==> src/rtl/game_pkg.sv <==
// Shared definitions for the game sequencer, display mux and input blocks:
// phase encoding, winner codes and the IR remote codes they all decode.
package game_pkg;

  typedef enum logic [2:0] {
    START     = 3'd0,
    COUNTDOWN = 3'd1,
    FIGHT     = 3'd2,
    PAUSED    = 3'd3,
    GAME_OVER = 3'd4
  } phase_t;

  localparam logic [1:0] WIN_NONE   = 2'd0;
  localparam logic [1:0] WIN_PLAYER = 2'd1;
  localparam logic [1:0] WIN_OPP    = 2'd2;
  localparam logic [1:0] WIN_DRAW   = 2'd3;

  localparam logic [31:0] IR_CODE_START_A = 32'h20DF_5BA4;
  localparam logic [31:0] IR_CODE_START_B = 32'h20DF_5AA5;
  localparam logic [31:0] IR_CODE_PAUSE   = 32'h20DF_10EF;

  function automatic int max_int(input int a, input int b);
    return (a > b) ? a : b;
  endfunction

endpackage

==> src/rtl/game_phase_controller_if.sv <==
// Bundle of sequencer inputs (IR, frame strobe, health) and status outputs.
// master = surrounding game logic, slave = the phase controller.
interface game_phase_controller_if;
  import game_pkg::*;

  logic [31:0] ir_in;
  logic        ir_valid_in;
  logic        nf_in;
  logic [2:0]  player_health_in;
  logic [2:0]  opponent_health_in;
  phase_t      phase_out;
  logic        display_start_out;
  logic        play_enable_out;
  logic [1:0]  countdown_out;
  logic        health_reload_out;
  logic [1:0]  winner_out;

  modport master (
    output ir_in, ir_valid_in, nf_in, player_health_in, opponent_health_in,
    input  phase_out, display_start_out, play_enable_out, countdown_out,
           health_reload_out, winner_out
  );

  modport slave (
    input  ir_in, ir_valid_in, nf_in, player_health_in, opponent_health_in,
    output phase_out, display_start_out, play_enable_out, countdown_out,
           health_reload_out, winner_out
  );

endinterface

==> src/rtl/frame_timer.sv <==
// Counts new-frame strobes; o_tc fires on the strobe that completes i_last+1 frames.
// The owner clears the count on every phase entry and on each terminal count.
module frame_timer #(
  parameter int CNT_W = 8
) (
  input  logic             clk_in,
  input  logic             rst_in,
  input  logic             i_clr,
  input  logic             i_inc,
  input  logic [CNT_W-1:0] i_last,
  output logic             o_tc
);

  logic [CNT_W-1:0] r_count;

  assign o_tc = i_inc && (r_count == i_last);

  always_ff @(posedge clk_in) begin
    if (rst_in || i_clr) begin
      r_count <= '0;
    end else if (i_inc) begin
      r_count <= r_count + 1'b1;
    end
  end

endmodule

==> src/rtl/game_phase_controller.sv <==
// Top-level game sequencer: start screen, countdown, fight, pause and game-over
// phases, driving display select, gameplay enable, health reload and winner.
module game_phase_controller
  import game_pkg::*;
#(
  parameter logic [31:0] IR_START_A       = IR_CODE_START_A,
  parameter logic [31:0] IR_START_B       = IR_CODE_START_B,
  parameter logic [31:0] IR_PAUSE         = IR_CODE_PAUSE,
  parameter int          COUNT_FROM       = 3,
  parameter int          FRAMES_PER_DIGIT = 60,
  parameter int          GAMEOVER_FRAMES  = 180
) (
  input  logic                    clk_in,
  input  logic                    rst_in,
  game_phase_controller_if.slave  bus
);

  localparam int CNT_W = $clog2(max_int(FRAMES_PER_DIGIT, GAMEOVER_FRAMES)) + 1;
  localparam logic [CNT_W-1:0] DIGIT_LAST = CNT_W'(FRAMES_PER_DIGIT - 1);
  localparam logic [CNT_W-1:0] GO_LAST    = CNT_W'(GAMEOVER_FRAMES - 1);
  localparam logic [1:0]       CD_INIT    = 2'(COUNT_FROM);

  phase_t     r_state;
  logic       r_display_start;
  logic       r_play_enable;
  logic [1:0] r_countdown;
  logic       r_health_reload;
  logic [1:0] r_winner;

  logic             w_start_ev;
  logic             w_pause_ev;
  logic             w_p_dead;
  logic             w_o_dead;
  logic             w_timer_inc;
  logic             w_timer_clr;
  logic             w_timer_tc;
  logic [CNT_W-1:0] w_timer_last;

  // A held ir_in only counts on the strobe cycle.
  assign w_start_ev = bus.ir_valid_in &&
                      ((bus.ir_in == IR_START_A) || (bus.ir_in == IR_START_B));
  assign w_pause_ev = bus.ir_valid_in && (bus.ir_in == IR_PAUSE);
  assign w_p_dead   = (bus.player_health_in == 3'd0);
  assign w_o_dead   = (bus.opponent_health_in == 3'd0);

  assign w_timer_inc  = bus.nf_in && ((r_state == COUNTDOWN) || (r_state == GAME_OVER));
  assign w_timer_last = (r_state == COUNTDOWN) ? DIGIT_LAST : GO_LAST;

  // Clear exactly when the FSM below changes phase or rolls a countdown digit.
  always_comb begin
    w_timer_clr = 1'b0;
    case (r_state)
      START:     w_timer_clr = w_start_ev;
      COUNTDOWN: w_timer_clr = w_timer_tc;
      FIGHT:     w_timer_clr = w_p_dead || w_o_dead;
      GAME_OVER: w_timer_clr = w_start_ev || w_timer_tc;
      default:   w_timer_clr = 1'b0;
    endcase
  end

  frame_timer #(
    .CNT_W (CNT_W)
  ) u_frame_timer (
    .clk_in (clk_in),
    .rst_in (rst_in),
    .i_clr  (w_timer_clr),
    .i_inc  (w_timer_inc),
    .i_last (w_timer_last),
    .o_tc   (w_timer_tc)
  );

  always_ff @(posedge clk_in) begin
    if (rst_in) begin
      r_state         <= START;
      r_display_start <= 1'b1;
      r_play_enable   <= 1'b0;
      r_countdown     <= 2'd0;
      r_health_reload <= 1'b0;
      r_winner        <= WIN_NONE;
    end else begin
      r_health_reload <= 1'b0;
      case (r_state)
        START: begin
          if (w_start_ev) begin
            r_state         <= COUNTDOWN;
            r_display_start <= 1'b0;
            r_play_enable   <= 1'b0;
            r_countdown     <= CD_INIT;
            r_health_reload <= 1'b1;
            r_winner        <= WIN_NONE;
          end
        end
        COUNTDOWN: begin
          if (w_timer_tc) begin
            if (r_countdown == 2'd1) begin
              r_state       <= FIGHT;
              r_play_enable <= 1'b1;
            end
            r_countdown <= r_countdown - 2'd1;
          end
        end
        FIGHT: begin
          // Health outranks a pause arriving on the same cycle.
          if (w_p_dead || w_o_dead) begin
            r_state       <= GAME_OVER;
            r_play_enable <= 1'b0;
            if (w_p_dead && w_o_dead) r_winner <= WIN_DRAW;
            else if (w_o_dead)        r_winner <= WIN_PLAYER;
            else                      r_winner <= WIN_OPP;
          end else if (w_pause_ev) begin
            r_state       <= PAUSED;
            r_play_enable <= 1'b0;
          end
        end
        PAUSED: begin
          if (w_pause_ev) begin
            r_state       <= FIGHT;
            r_play_enable <= 1'b1;
          end
        end
        GAME_OVER: begin
          if (w_start_ev) begin
            r_state         <= COUNTDOWN;
            r_display_start <= 1'b0;
            r_play_enable   <= 1'b0;
            r_countdown     <= CD_INIT;
            r_health_reload <= 1'b1;
            r_winner        <= WIN_NONE;
          end else if (w_timer_tc) begin
            r_state         <= START;
            r_display_start <= 1'b1;
          end
        end
        default: begin
          r_state         <= START;
          r_display_start <= 1'b1;
          r_play_enable   <= 1'b0;
          r_countdown     <= 2'd0;
        end
      endcase
    end
  end

  assign bus.phase_out         = r_state;
  assign bus.display_start_out = r_display_start;
  assign bus.play_enable_out   = r_play_enable;
  assign bus.countdown_out     = r_countdown;
  assign bus.health_reload_out = r_health_reload;
  assign bus.winner_out        = r_winner;

endmodule

==> src/flat_wrapper.sv <==
// flat-port wrapper written by rule: the top's interface ports become plain ports
module game_phase_controller_flat import game_pkg::*;
#(
  parameter logic [31:0] IR_START_A       = IR_CODE_START_A,
  parameter logic [31:0] IR_START_B       = IR_CODE_START_B,
  parameter logic [31:0] IR_PAUSE         = IR_CODE_PAUSE,
  parameter int          COUNT_FROM       = 3,
  parameter int          FRAMES_PER_DIGIT = 60,
  parameter int          GAMEOVER_FRAMES  = 180
)
  (clk_in, rst_in, bus_ir_in, bus_ir_valid_in, bus_nf_in, bus_player_health_in, bus_opponent_health_in, bus_phase_out, bus_display_start_out, bus_play_enable_out, bus_countdown_out, bus_health_reload_out, bus_winner_out);
  game_phase_controller_if bus_i ();
  input  logic clk_in;
  input  logic rst_in;
  input wire logic [$bits(bus_i.ir_in)-1:0] bus_ir_in;
  input wire logic [$bits(bus_i.ir_valid_in)-1:0] bus_ir_valid_in;
  input wire logic [$bits(bus_i.nf_in)-1:0] bus_nf_in;
  input wire logic [$bits(bus_i.player_health_in)-1:0] bus_player_health_in;
  input wire logic [$bits(bus_i.opponent_health_in)-1:0] bus_opponent_health_in;
  output wire logic [$bits(bus_i.phase_out)-1:0] bus_phase_out;
  output wire logic [$bits(bus_i.display_start_out)-1:0] bus_display_start_out;
  output wire logic [$bits(bus_i.play_enable_out)-1:0] bus_play_enable_out;
  output wire logic [$bits(bus_i.countdown_out)-1:0] bus_countdown_out;
  output wire logic [$bits(bus_i.health_reload_out)-1:0] bus_health_reload_out;
  output wire logic [$bits(bus_i.winner_out)-1:0] bus_winner_out;
  assign bus_i.ir_in = bus_ir_in;
  assign bus_i.ir_valid_in = bus_ir_valid_in;
  assign bus_i.nf_in = bus_nf_in;
  assign bus_i.player_health_in = bus_player_health_in;
  assign bus_i.opponent_health_in = bus_opponent_health_in;
  assign bus_phase_out = bus_i.phase_out;
  assign bus_display_start_out = bus_i.display_start_out;
  assign bus_play_enable_out = bus_i.play_enable_out;
  assign bus_countdown_out = bus_i.countdown_out;
  assign bus_health_reload_out = bus_i.health_reload_out;
  assign bus_winner_out = bus_i.winner_out;
  game_phase_controller #(.IR_START_A(IR_START_A), .IR_START_B(IR_START_B), .IR_PAUSE(IR_PAUSE), .COUNT_FROM(COUNT_FROM), .FRAMES_PER_DIGIT(FRAMES_PER_DIGIT), .GAMEOVER_FRAMES(GAMEOVER_FRAMES)) u_core (.clk_in(clk_in), .rst_in(rst_in), .bus(bus_i));
endmodule
==> config.mk <==
export PLATFORM = sky130hd
export DESIGN_NAME = game_phase_controller_flat
export DESIGN_NICKNAME = d
export VERILOG_FILES = /design/src/rtl/game_pkg.sv /design/src/rtl/game_phase_controller_if.sv /design/src/rtl/frame_timer.sv /design/src/rtl/game_phase_controller.sv /design/src/flat_wrapper.sv
export SDC_FILE = /design/constraint.sdc
export NUM_CORES = 1
export LEC_CHECK = 0
export BUFFER_PORTS_ARGS = -buffer_cell sky130_fd_sc_hd__buf_4
export CORE_UTILIZATION = 49
export DETAILED_ROUTE_END_ITERATION = 16
export GPL_TIMING_DRIVEN = 1
export PLACE_DENSITY = 0.83
export SYNTH_ARGS = -nofsm -noshare
export SYNTH_HDL_FRONTEND = slang
export SYNTH_SLANG_ARGS = --single-unit
==> constraint.sdc <==
create_clock -name clk_in -period 3.7 [get_ports clk_in]
set_input_delay 0.185 -clock clk_in [delete_from_list [all_inputs] [get_ports clk_in]]
set_output_delay 0.185 -clock clk_in [all_outputs]
set_load 0.01 [all_outputs]
==> impl_metrics.prom <==
# TYPE chip_impl_metric gauge
chip_impl_info{name="run_status",value="completed"} 1
chip_impl_metric{name="stdcell_count",unit=""} 211
chip_impl_metric{name="cts.clk_slew.worst_paths",unit="ns"} 0.10
chip_impl_metric{name="count_of_yosys_warnings_during_synthesis",unit=""} 0
chip_impl_info{name="unrepaired_setup_endpoints_after_global_routing",value="no"} 1
chip_impl_info{name="startpoint_type",value="register"} 1
chip_impl_metric{name="post_cts_buffers",unit=""} 0
chip_impl_metric{name="drt-pass1-iter-count",unit=""} 4
chip_impl_metric{name="clock_sink_count",unit=""} 19
chip_impl_metric{name="antenna-diode-count",unit=""} 0
chip_impl_metric{name="hpwl_dp",unit="mm"} 2.30
chip_impl_metric{name="initial_utilization",unit="%"} 51.8
chip_impl_metric{name="cts-buffers-inserted",unit=""} 3
chip_impl_metric{name="design.die.area",unit="mm2"} 0.00251
chip_impl_metric{name="grt_pass1_vias",unit=""} 1147
chip_impl_metric{name="cellLeakagePower",unit="nW"} 0.650
chip_impl_metric{name="clk_path_buf_depth",unit=""} 2
chip_impl_metric{name="final_worst_path_period_share",unit="%"} 54.4
chip_impl_metric{name="drc",unit=""} 0
chip_impl_metric{name="synthToLayoutAreaGrowth",unit="%"} 37.4
chip_impl_metric{name="synth-edff-count",unit=""} 0
chip_impl_metric{name="proportion_of_layout_cells_with_a_drive_suffix_above_1",unit="%"} 35.5
chip_impl_info{name="cts_tree",value="yes"} 1
chip_impl_metric{name="cts_repair_resize_count",unit=""} 0
chip_impl_metric{name="fp-row-count",unit=""} 17
chip_impl_metric{name="dr.first_iter.drc_count",unit=""} 13
chip_impl_metric{name="synth_sequential_area_ratio",unit="%"} 33.5
chip_impl_metric{name="clock.fmax",unit="GHz"} 0.496
chip_impl_metric{name="place.detailed.instances",unit=""} 207
chip_impl_metric{name="final_replace_weighted_congestion",unit=""} 0.852
chip_impl_metric{name="syn_inst",unit=""} 132
chip_impl_metric{name="vias_per_cell",unit=""} 5.32
chip_impl_info{name="netlist_top_cells_count",value="nor2_1, dfxtp_1, nand3_1"} 1
chip_impl_metric{name="clk-insertion-delay-late",unit="ns"} 0.30
chip_impl_metric{name="die_height",unit="um"} 50.1
chip_impl_info{name="post-synth-top-count-cell",value="nor2_1"} 1
chip_impl_metric{name="postLayoutSetupSlackWorst",unit="ns"} 1.69
chip_impl_metric{name="detailroute.via_count",unit=""} 1123
chip_impl_metric{name="numPortBuffers",unit=""} 51
chip_impl_metric{name="grt_max_degree",unit=""} 13
chip_impl_info{name="critical_path.endpoint_type",value="register"} 1
chip_impl_metric{name="htree_levels",unit=""} 1
chip_impl_metric{name="slew_viol_final",unit=""} 0
chip_impl_info{name="synth.area.top_cells",value="dfxtp_1, nor2_1, xor2_1, nand3_1, nor3b_2"} 1
chip_impl_metric{name="number_of_antenna_violations_at_the_first_check_in_global_routing",unit=""} 0
chip_impl_metric{name="postCtsHoldBufs",unit=""} 0
chip_impl_metric{name="mean_area_per_synthesized_cell",unit="um2"} 8.60
chip_impl_info{name="synth_top_area_cell",value="dfxtp_1"} 1
chip_impl_metric{name="worst_ir_drop_vdd",unit="mV"} 0.365
chip_impl_metric{name="synth_cell_types",unit=""} 44
chip_impl_metric{name="min_period",unit="ns"} 2.01
chip_impl_metric{name="grt_first_pass_wirelength",unit="mm"} 4.81
chip_impl_info{name="ys_dominant_reg_cell",value="dfxtp_1"} 1
chip_impl_metric{name="global_route.usage.total",unit="%"} 25.5
chip_impl_metric{name="cp_data_required_time",unit="ns"} 3.93
chip_impl_metric{name="asyncSetResetFlopFracSynth",unit="%"} 0
chip_impl_metric{name="final_antenna_net_count",unit=""} 0
chip_impl_metric{name="globalRoute.totalOverflow",unit=""} 0
chip_impl_metric{name="finalWirelength",unit="mm"} 2.74
chip_impl_metric{name="worst-endpoint-arrival",unit="ns"} 2.25
chip_impl_metric{name="cap_viol_max_count",unit=""} 0
chip_impl_metric{name="io_pins",unit=""} 52
chip_impl_metric{name="setup_viol_count_final",unit=""} 0
chip_impl_metric{name="synthDominantCellAreaShare",unit="%"} 33.5
chip_impl_metric{name="dpl_cell_area",unit="mm2"} 0.00153
chip_impl_metric{name="syn-num-nets",unit=""} 176
chip_impl_info{name="criticalPathCategory",value="reg2reg"} 1
chip_impl_info{name="min_path_type",value="in2reg"} 1
chip_impl_metric{name="cp_max_fo",unit=""} 12
chip_impl_metric{name="postLayoutCellArea",unit="mm2"} 0.00156
chip_impl_metric{name="fp.dieW",unit="um"} 50.1
chip_impl_metric{name="drt_wl_cell",unit="um"} 13.0
chip_impl_metric{name="tightestPinTransition",unit="ns"} 0.466
chip_impl_metric{name="fin_skew",unit="ns"} 0.00239
chip_impl_metric{name="core_area",unit="mm2"} 0.00219
chip_impl_metric{name="placement.setup.worst_slack",unit="ns"} 1.69
chip_impl_metric{name="finalSetupTns",unit="ns"} 0
chip_impl_metric{name="ys_seq_elements",unit=""} 19
chip_impl_metric{name="hold_violations",unit=""} 0
chip_impl_metric{name="power.density_cell_area",unit="mW/mm2"} 376
chip_impl_metric{name="relSlewSlack",unit="%"} 68.6
chip_impl_info{name="clock-root-buffer",value="clkbuf_4"} 1
chip_impl_metric{name="design.final.nets",unit=""} 228
chip_impl_metric{name="netlist_area",unit="mm2"} 0.00113
## metrics by stage
stage	utilization [%]	power, W	hold slack, ns
floorplan	-	0.000398	0.384
global placement	70.0	0.000479	0.427
detailed placement	70.0	0.000489	0.435
CTS	71.2	0.000592	0.113
global route	71.2	0.000630	0.114
finish	71.2	0.000587	0.123
## critical path: stages (launching register included)
cell and delay (ns):
dfxtp_1 0.56, nor3b_2 0.33, nor3b_1 0.08, o211ai_1 0.38, nand3_1 0.39, nor2_1 0.21
## cell type report
cell class                 instances  area [um2]
timing repair buffer              51         383
sequential                        19         380
inverter                           5        18.8
fill                             185         632
clock buffer                       4        26.3
multi-input combinational        104         716
tap                               28        35.0
## cell usage in the layout (no fill, tap or decap), types with 2 or more instances in the layout
cell	Yosys	final
buf_4	1	51
nor2_1	23	23
dfxtp_1	19	19
nand3_1	9	9
nand2_1	8	8
a21oi_1	6	6
xor2_1	6	6
inv_1	5	5
xnor2_1	4	4
nand4b_1	4	4
nor3b_2	3	3
nor3_1	3	3
nand2b_1	3	3
and4b_1	3	3
clkbuf_4	0	3
nor4b_1	2	2
nand4_1	2	2
o211ai_1	2	2
o21ai_0	2	2
ha_1	2	2
## registers in the layout, summed over array words and instances, names as in the netlist
| register | flops |
|---|---|
| u_core.bus.countdown_out | 2 |
| u_core.bus.display_start_out | 1 |
| u_core.bus.health_reload_out | 1 |
| u_core.bus.phase_out | 3 |
| u_core.bus.play_enable_out | 1 |
| u_core.bus.winner_out | 2 |
| u_core.u_frame_timer.r_count | 9 |
## per-layer routing
| layer | global-route usage (%) | part of all wire (%) | up-vias |
|---|---|---|---|
| met5 | 0 | 0 | - |
| met4 | 7.62 | 0.69 | 0 |
| met3 | 8.64 | 3.6 | 5 |
| met2 | 47.1 | 55 | 19 |
| met1 | 26.5 | 41 | 521 |
| li1 | - | - | 578 |
## path summary, 6_finish.rpt
check,startpoint,end,slack (ns),cells after the start
setup reg to reg,u_core.bus.phase_out[0],u_core.u_frame_timer.r_count[8],1.69,5
hold / removal,rst_in,u_core.bus.phase_out[0],0.12,2
hold reg to reg,u_core.bus.winner_out[1],u_core.bus.winner_out[1],0.48,2
setup / recovery,u_core.bus.phase_out[0],u_core.u_frame_timer.r_count[8],1.69,5
## report_power, final
group,leakage [nW],internal [W],switching (W)
sequential,0.154,0.000232,0.0000323
combinational,0.481,0.000117,0.000102
clock,0.0150,0.0000420,0.0000622
## cell families (layout without fill, tap and decap cells)
logic type | Yosys count | in the layout | share of synthesized area [%]
AO/OA/AOI/OAI | 18 | 18 | 10.7
XOR/XNOR | 10 | 10 | 7.72
adder cells (fa/ha/maj) | 2 | 2 | 2.20
buffers and inverters | 9 | 60 | 3.42
flip-flops | 19 | 19 | 33.5
multiplexers | 1 | 1 | 0.882
AND/OR/NAND/NOR | 73 | 73 | 41.6
No activity file was read; power rests on OpenSTA's default activity.
